[config.mk]
export PLATFORM = sky130hd
export DESIGN_NAME = readout_tx_pulse_generator
export DESIGN_NICKNAME = d
export VERILOG_FILES = /design/src/rtl/readout_tx_pulse_generator.sv
export SDC_FILE = /design/constraint.sdc
export NUM_CORES = 1
export LEC_CHECK = 0
export ABC_AREA = 1
export BUFFER_PORTS_ARGS = -buffer_cell sky130_fd_sc_hd__buf_4
export CORE_AREA = 2 2 199 250
export CTS_BUF_LIST = sky130_fd_sc_hd__clkbuf_4 sky130_fd_sc_hd__clkbuf_8
export DETAILED_ROUTE_END_ITERATION = 10
export DIE_AREA = 0 0 201 252
export PLACE_DENSITY = 0.8
export RECOVER_POWER = 50
export SYNTH_ARGS = -nofsm -noshare
export SYNTH_HDL_FRONTEND = slang
export SYNTH_SLANG_ARGS = --single-unit
export TNS_END_PERCENT = 20
[constraint.sdc]
create_clock -name clk -period 5.5 [get_ports clk]
set_input_delay 0.275 -clock clk [delete_from_list [all_inputs] [get_ports clk]]
set_output_delay 0.275 -clock clk [all_outputs]
set_load 0.02 [all_outputs]
[src/rtl/readout_tx_pulse_generator.sv]
// Readout TX pulse generator: plays a stored complex-free (real) envelope scaled by a
// signed Q1.x amplitude, framing the burst with meas_start/meas_end for the RX chain.
module readout_tx_pulse_generator #(
    parameter int DATA_WIDTH     = 8,
    parameter int ENV_ADDR_WIDTH = 6
) (
    input  logic                      clk,
    input  logic                      rst,
    input  logic                      env_wr_en,
    input  logic [ENV_ADDR_WIDTH-1:0] env_wr_addr,
    input  logic [DATA_WIDTH-1:0]     env_wr_data,
    input  logic                      cfg_wr_en,
    input  logic                      cfg_wr_addr,
    input  logic [DATA_WIDTH-1:0]     cfg_wr_data,
    input  logic                      trigger,
    output logic [DATA_WIDTH-1:0]     tx_data,
    output logic                      tx_valid,
    output logic                      meas_start,
    output logic                      meas_end,
    output logic                      busy
);

    localparam int LEN_W  = ENV_ADDR_WIDTH + 1;
    localparam int PROD_W = 2 * DATA_WIDTH;
    localparam int DEPTH  = 1 << ENV_ADDR_WIDTH;

    localparam logic [LEN_W-1:0]         MAX_LEN = {1'b1, {ENV_ADDR_WIDTH{1'b0}}};
    localparam logic signed [PROD_W-1:0] SAT_MAX = PROD_W'((1 << (DATA_WIDTH - 1)) - 1);
    localparam logic signed [PROD_W-1:0] SAT_MIN = ~SAT_MAX;

    typedef enum logic {
        IDLE,
        PLAY
    } state_t;

    state_t r_state;
    state_t w_nextState;

    logic [LEN_W-1:0]             r_pulseLength;
    logic [DATA_WIDTH-1:0]        r_ampScale;
    logic [LEN_W-1:0]             r_shadowLen;
    logic signed [DATA_WIDTH-1:0] r_shadowScale;
    logic [LEN_W-1:0]             r_rdAddr;

    logic [DATA_WIDTH-1:0]        r_envMem [DEPTH];
    logic signed [DATA_WIDTH-1:0] r_memData;

    logic                         r_s1Valid;
    logic                         r_s1First;
    logic                         r_s1Last;
    logic signed [PROD_W-1:0]     r_product;
    logic                         r_s2Valid;
    logic                         r_s2First;
    logic                         r_s2Last;

    logic [DATA_WIDTH-1:0]        r_txData;
    logic                         r_txValid;
    logic                         r_measStart;
    logic                         r_measEnd;
    logic                         r_busy;

    logic                         w_accept;
    logic                         w_issue;
    logic                         w_lastIssue;
    logic [LEN_W-1:0]             w_cfgLen;
    logic [LEN_W-1:0]             w_cfgLenClamped;
    logic signed [PROD_W-1:0]     w_envExt;
    logic signed [PROD_W-1:0]     w_scaleExt;
    logic signed [PROD_W-1:0]     w_shifted;
    logic [DATA_WIDTH-1:0]        w_sat;

    assign w_cfgLen        = cfg_wr_data[LEN_W-1:0];
    assign w_cfgLenClamped = (w_cfgLen > MAX_LEN) ? MAX_LEN : w_cfgLen;

    // A trigger coinciding with meas_end is taken so pulses can run back to back.
    always_comb begin
        w_nextState = r_state;
        w_accept    = 1'b0;
        w_issue     = 1'b0;
        w_lastIssue = 1'b0;
        case (r_state)
            IDLE: begin
                if (trigger && (r_pulseLength != '0) && (!r_busy || r_measEnd)) begin
                    w_accept    = 1'b1;
                    w_nextState = PLAY;
                end
            end
            PLAY: begin
                w_issue = 1'b1;
                if (r_rdAddr == (r_shadowLen - LEN_W'(1))) begin
                    w_lastIssue = 1'b1;
                    w_nextState = IDLE;
                end
            end
            default: w_nextState = IDLE;
        endcase
    end

    always_ff @(posedge clk) begin
        if (rst) begin
            r_state <= IDLE;
        end else begin
            r_state <= w_nextState;
        end
    end

    // Envelope RAM is never reset; a same-address write returns the old word.
    always_ff @(posedge clk) begin
        if (env_wr_en) begin
            r_envMem[env_wr_addr] <= env_wr_data;
        end
        r_memData <= r_envMem[r_rdAddr[ENV_ADDR_WIDTH-1:0]];
    end

    always_ff @(posedge clk) begin
        if (rst) begin
            r_pulseLength <= '0;
            r_ampScale    <= '0;
            r_shadowLen   <= '0;
            r_shadowScale <= '0;
            r_rdAddr      <= '0;
        end else begin
            if (cfg_wr_en) begin
                if (cfg_wr_addr == 1'b0) begin
                    r_pulseLength <= w_cfgLenClamped;
                end else begin
                    r_ampScale <= cfg_wr_data;
                end
            end
            if (w_accept) begin
                r_shadowLen   <= r_pulseLength;
                r_shadowScale <= r_ampScale;
                r_rdAddr      <= '0;
            end else if (w_issue) begin
                r_rdAddr <= r_rdAddr + LEN_W'(1);
            end
        end
    end

    assign w_envExt   = PROD_W'(r_memData);
    assign w_scaleExt = PROD_W'(r_shadowScale);
    assign w_shifted  = r_product >>> (DATA_WIDTH - 1);

    always_comb begin
        w_sat = w_shifted[DATA_WIDTH-1:0];
        if (w_shifted > SAT_MAX) begin
            w_sat = SAT_MAX[DATA_WIDTH-1:0];
        end else if (w_shifted < SAT_MIN) begin
            w_sat = SAT_MIN[DATA_WIDTH-1:0];
        end
    end

    // Pipeline: address issue -> RAM read -> multiply -> saturate/output.
    always_ff @(posedge clk) begin
        if (rst) begin
            r_s1Valid   <= 1'b0;
            r_s1First   <= 1'b0;
            r_s1Last    <= 1'b0;
            r_product   <= '0;
            r_s2Valid   <= 1'b0;
            r_s2First   <= 1'b0;
            r_s2Last    <= 1'b0;
            r_txData    <= '0;
            r_txValid   <= 1'b0;
            r_measStart <= 1'b0;
            r_measEnd   <= 1'b0;
            r_busy      <= 1'b0;
        end else begin
            r_s1Valid   <= w_issue;
            r_s1First   <= w_issue && (r_rdAddr == '0);
            r_s1Last    <= w_lastIssue;
            r_product   <= w_envExt * w_scaleExt;
            r_s2Valid   <= r_s1Valid;
            r_s2First   <= r_s1Valid && r_s1First;
            r_s2Last    <= r_s1Valid && r_s1Last;
            r_txValid   <= r_s2Valid;
            r_txData    <= r_s2Valid ? w_sat : '0;
            r_measStart <= r_s2Valid && r_s2First;
            r_measEnd   <= r_s2Valid && r_s2Last;
            if (w_accept) begin
                r_busy <= 1'b1;
            end else if (r_measEnd) begin
                r_busy <= 1'b0;
            end
        end
    end

    assign tx_data    = r_txData;
    assign tx_valid   = r_txValid;
    assign meas_start = r_measStart;
    assign meas_end   = r_measEnd;
    assign busy       = r_busy;

endmodule
== Yosys cells after proc, flatten, opt, wreduce, memory -nomap -nowiden ==
Memories as Yosys holds them, arrays and structs flattened. A register that Yosys moved wholly into a read port is not among the register bits.
Cells that the tools add are included.

* Bits in registers: 72
* Bits in writable memories: 512
* Bits of input ports: 28
* Output and inout port bits: 12
* Logic and storage cells: 61
* Memories kept: 1

* Add/sub/neg operators: 2
* Multiply operators: 1
* Order comparisons: 3
* Equal/unequal tests: 1
* Mux-type cells: 13
* Bitwise gates (word level): 3
* Reductions and logical operators: 18

{| class="wikitable"
|+ Memories
! name !! depth !! bits a word !! rd ports !! clocked after Yosys merged registers in !! write ports !! line !! text
|-
| r_envMem || 64 || 8 || 1 || 1 || 1 || 45 || <nowiki>logic [DATA_WIDTH-1:0] r_envMem [DEPTH];</nowiki>
|}

{| class="wikitable"
|+ Operators by type and width
! cell !! number
|-
| $mul A8 B8 Y16 || 1
|-
| $mux W7 || 2
|-
| $gt A9 B8 Y1 const B || 1
|-
| $lt A9 B8 Y1 const B || 1
|-
| $mux W1 || 9
|-
| $mux W8 || 1
|-
| $add A7 B1 Y7 const B || 1
|-
| $eq A7 B7 Y1 || 1
|-
| $gt A7 B7 Y1 const B || 1
|-
| $logic_and A1 B1 Y1 || 7
|-
| $logic_not A7 Y1 || 1
|-
| $reduce_bool A7 Y1 || 1
|-
| $sub A7 B1 Y7 const B || 1
|-
| $reduce_or A2 Y1 || 3
|-
| $reduce_and A2 Y1 || 2
|-
| $not A1 Y1 || 3
|-
| $reduce_or A3 Y1 || 1
|-
| $pmux W1 S2 || 1
|-
| $reduce_bool A2 Y1 || 1
|-
| $logic_not A1 Y1 || 1
|-
| $logic_or A1 B1 Y1 || 1
|}

== Depth between registers and ports, before layout ==
* Depth after elaboration: 6
* Depth in mapped cells: 21
* Depth with buffers taken out: 20

== Least setup slack after synthesis ==
No wires, ideal clock.

* Path kind: register -> register
* Start point: reg r_shadowScale[2]
* End point: reg r_product[15]
* Library setup time: 0.115 ns
* Data arrival time: 3.980 ns
* Data required time: 5.385 ns
* Setup slack: 1.405 ns
* Stages on the path, launching flop included: 19
* Buffers on the path: 1
* Period minus slack after synthesis: 4.095 ns
* Cells stage by stage: dfxtp_1 clkbuf_1 nand2_1 fa_1 inv_1 fa_1 inv_1 fa_1 inv_1 fa_1 ha_1 nand2_1 nor2_1 nor3b_1 nand2_1 nand3_1 nand3_1 nand2_1 nor2_1

* Word-level cells in the longest chain between the ends: 1

{| class="wikitable"
|+ RTL lines
! element !! line !! text
|-
| from (decl) || 42 || <nowiki>logic signed [DATA_WIDTH-1:0] r_shadowScale;</nowiki>
|-
| from (signal assigned) || 132 || <nowiki>r_shadowScale <= r_ampScale;</nowiki>
|-
| $mul A8 B8 Y16 || 172 || <nowiki>r_product <= w_envExt * w_scaleExt;</nowiki>
|-
| to (signal assigned) || 172 ||
|-
| to (decl) || 51 || <nowiki>logic signed [PROD_W-1:0] r_product;</nowiki>
|}

Every way passes these cells.
A chain may end at the register's enable or synchronous reset.

== Final worst setup path ==
Ends and elaborated chain as after synthesis.

==> impl_metrics.env <==
export IMPL_path_buf_inv=3
export IMPL_start_util_pct=54.68
export IMPL_syn_nets=2656
export IMPL_timing_setup_tns_ns=0
export IMPL_io_pins=40
export IMPL_worstSetupEndpointType="register"
export IMPL_worst_pin_slew_ns=3.497
export IMPL_grt_total_usage_pct=24.83
export IMPL_pwr_share_clk_pct=38.0
export IMPL_nets=2694
export IMPL_status="complete, but fails checks"
export IMPL_peakVddDrop_uv=296.3
export IMPL_synth_top_family_by_area="simple AND/OR/NAND/NOR gates"
export IMPL_clkLatencyLatePin_ns=0.69
export IMPL_die_w_um=201
export IMPL_slowest_stage="fa_1"
export IMPL_pwr_share_comb_pct=7.9
export IMPL_crit_start="r_shadowScale[2]"
export IMPL_worstSetupPathType="register to register"
export IMPL_port_buffers=39
export IMPL_setup_viol=0
export IMPL_p_per_area_nw_per_um2=318.0
export IMPL_fin_crit_ns=4.395
export IMPL_grt_max_degree=156
export IMPL_rsz0062_at_grt="no"
export IMPL_ys_warn_count=0
export IMPL_synthAdderAreaFrac_pct=5.463
export IMPL_worst_ep_required_time_ns=6.08
export IMPL_die_h_um=252
export IMPL_yosysSeqAreaShare_pct=64.03
export IMPL_leakagePower_nw=11.25
export IMPL_synth_area_leader_cell="edfxtp_1"
export IMPL_nFillCells=3786
export IMPL_layout_drive_gt1_share_pct=7.310
export IMPL_synth_cell_types=37
export IMPL_gp_congestion=0.8855
export IMPL_yosys_cell_count_top_type="nand2_1"
export IMPL_drt_total_wl_mm=62.58
export IMPL_maxCapViolCount=8
export IMPL_slew_headroom_pct=-133.1
export IMPL_synth_mux_area_share_pct=0
export IMPL_cts_root_buf="clkbuf_8"
export IMPL_power_switching_mw=2.244
export IMPL_max_freq_mhz=227.5
export IMPL_holdWs_ns=0.1435
export IMPL_skew_ns=0.03012
export IMPL_hold_class="primary input to register"
export IMPL_clkTransAtPathRegs_ns=0.07
export IMPL_clkSinkCount=585
export IMPL_crit_family="adder cells"
export IMPL_antenna_found_initial=2
export IMPL_cts_hold_repair_buffers=21
export IMPL_grt_pass1_wl_mm=97.34
export IMPL_grt_overflow_total=0
export IMPL_ys_seq_elements=585
export IMPL_cp_max_fo=9
export IMPL_firstDrtPassIters=6
export IMPL_avgViaCountPerCell=5.608
export IMPL_seqPwrFrac_pct=54.1
export IMPL_slowest_delay_ns=0.79
export IMPL_post_route_period_util_pct=79.91
export IMPL_rows=90
export IMPL_avgSynthCellArea_um2=10.33
export IMPL_synthFlopType="edfxtp_1"
export IMPL_synth_enable_flop_cells=512
export IMPL_cp_start_kind="register"
export IMPL_syn_inst=2545
export IMPL_r2r_start="r_shadowScale[2]"
export IMPL_dieArea_um2=50650
export IMPL_core_um2=48080
export IMPL_hold_viol_final=0
export IMPL_switching_share_pct=24.54
export IMPL_async_flop_share_pct=0
export IMPL_ant_nets=0
export IMPL_drc=0
export IMPL_cts_buffers=89
export IMPL_slew_viol_final=520
export IMPL_hpwl_mm=36.98
export IMPL_tritoncts="done"
export IMPL_fin_util_pct=59.79
export IMPL_h_tree_depth=3
export IMPL_synth_compound_area_share_pct=5.401
export IMPL_hp_start="env_wr_addr[2]"
export IMPL_grt_pass1_vias=18360
export IMPL_ys_top_cells_by_area="edfxtp_1 58%, nand2_1 8.5%, nor2_1 5.9%"
export IMPL_clockBufferDepth=3
export IMPL_syn_area_um2=26290
export IMPL_drtIter0Drc=1999
export IMPL_violations="max-capacitance violations, max-slew violations"
export IMPL_path_cells="nand2_1 > fa_1 > inv_1 > fa_1 > inv_1 > fa_1 > inv_1 > fa_1 > ha_1 > nand2_1 > nor2_1 > nor3b_1 > nand2_1 > nand3_1 > nand3_1 > nand2_1 > nor2_1"
export IMPL_synth_simple_gate_area_share_pct=18.99
export IMPL_vias=18500
export IMPL_post_cts_resized=0
export IMPL_post_cts_buffers=0
export IMPL_routedWlPerCell_um=18.97
export IMPL_internal_power_mw=6.899
export IMPL_synth_common_cells="595 x nand2_1, 512 x edfxtp_1, 412 x nor2_1, 217 x inv_1, 196 x nand3_1"
export IMPL_synth_xor_area_share_pct=0.3331
export IMPL_critical_path_arrival_ns=4.98
export IMPL_area_growth_pct=9.341
export IMPL_yosys_area_top_type_share_pct=58.47
==> worst reg2reg max path, cell delays in order, from the launching register on <==
cell and delay [ns]:
dfxtp_1 0.53, nand2_1 0.22, fa_1 0.79, inv_1 0.10, fa_1 0.49, inv_1 0.06
fa_1 0.50, inv_1 0.05, fa_1 0.45, ha_1 0.35, nand2_1 0.09, nor2_1 0.11
nor3b_1 0.21, nand2_1 0.07, nand3_1 0.09, nand3_1 0.08, nand2_1 0.06, nor2_1 0.05
==> flip-flops by register name (all words and copies together) (netlist names) <==
name           count
r_product          9
meas_start         1
r_shadowScale      8
r_s1Last           1
r_envMem         512
meas_end           1
r_s2Last           1
r_state            1
r_memData          8
r_shadowLen        7
r_s2Valid          1
tx_data            8
r_s1Valid          1
r_pulseLength      7
busy               1
r_rdAddr           7
r_ampScale         8
r_s1First          1
r_s2First          1
tx_valid           1
==> routing by layer <==
layer / share of wire, % / track usage [%] / up-vias
li1: - / - / 8545
met1: 36 / 29.41 / 8769
met2: 51 / 43.49 / 1003
met3: 8.5 / 4.766 / 183
met4: 4.2 / 12.28 / 2
met5: 0.021 / 0 / -
==> cell usage in the layout, fill, tap and decap left out, drive strengths merged, types with 4 or more instances in the layout <==
master,netlist,layout
inv,223,226
o21ai,201,201
clkbuf,45,138
nand4,13,13
clkinvlp,0,4
clkinv,1,32
nor4,9,9
nor2,413,413
nand2,595,595
edfxtp,512,512
a22oi,4,4
buf,85,41
nand3,196,196
dlygate4sd3,0,21
a21oi,49,49
o211ai,9,9
nor3,7,7
xor2,7,7
fa,53,53
ha,30,30
dfxtp,73,73
==> worst paths after layout <==
kind	endpoint	slack (ns)	cells past startpoint
hold / removal	r_envMem[49][6]	0.14	3
setup / recovery	r_product[15]	1.11	17
hold reg to reg	r_s2Last	0.41	2
setup reg to reg	r_product[15]	1.11	17
==> layout make-up <==
cell class / count / area [um^2] / share of cell area (%)
antenna: 1 / 2.502 / 0.008704
clock buffer: 123 / 1493 / 5.192
clock inverter: 39 / 217.7 / 0.7572
inverter: 224 / 848.3 / 2.951
multi-input combinational: 1606 / 7936 / 27.60
sequential: 585 / 16840 / 58.59
tap: 644 / 805.8 / 2.803
timing repair buffer: 77 / 603.1 / 2.098
==> kinds of logic after synthesis <==
family          count (synthesis)
buf+inv                       354
simple gates                 1240
compound gates                273
fa+ha+maj                      83
flops                         585
xor+xnor                       10
==> metrics by stage <==
stage	total power, mW	instances	area [um^2]	worst slack (ns)
after global placement	5.707	3115	26880	1.177
after detailed placement	5.732	3115	26880	1.105
after CTS	9.162	3298	28800	1.097
final	9.143	3299	28750	1.105
after global routing	9.458	3299	28750	0.7483
after floorplan	5.512	2545	26290	1.405
==> power groups by stage <==
stage          logic [mW]  registers, mW  clock network, mW
5_1_grt             0.806           4.95               3.70
3_5_place_dp        0.703           5.03                  0
2_1_floorplan       0.522           4.99                  0
3_3_place_gp        0.681           5.03                  0
6_report            0.723           4.95               3.47
4_1_cts             0.717           4.94               3.51
(Power assumes the default switching activity.)
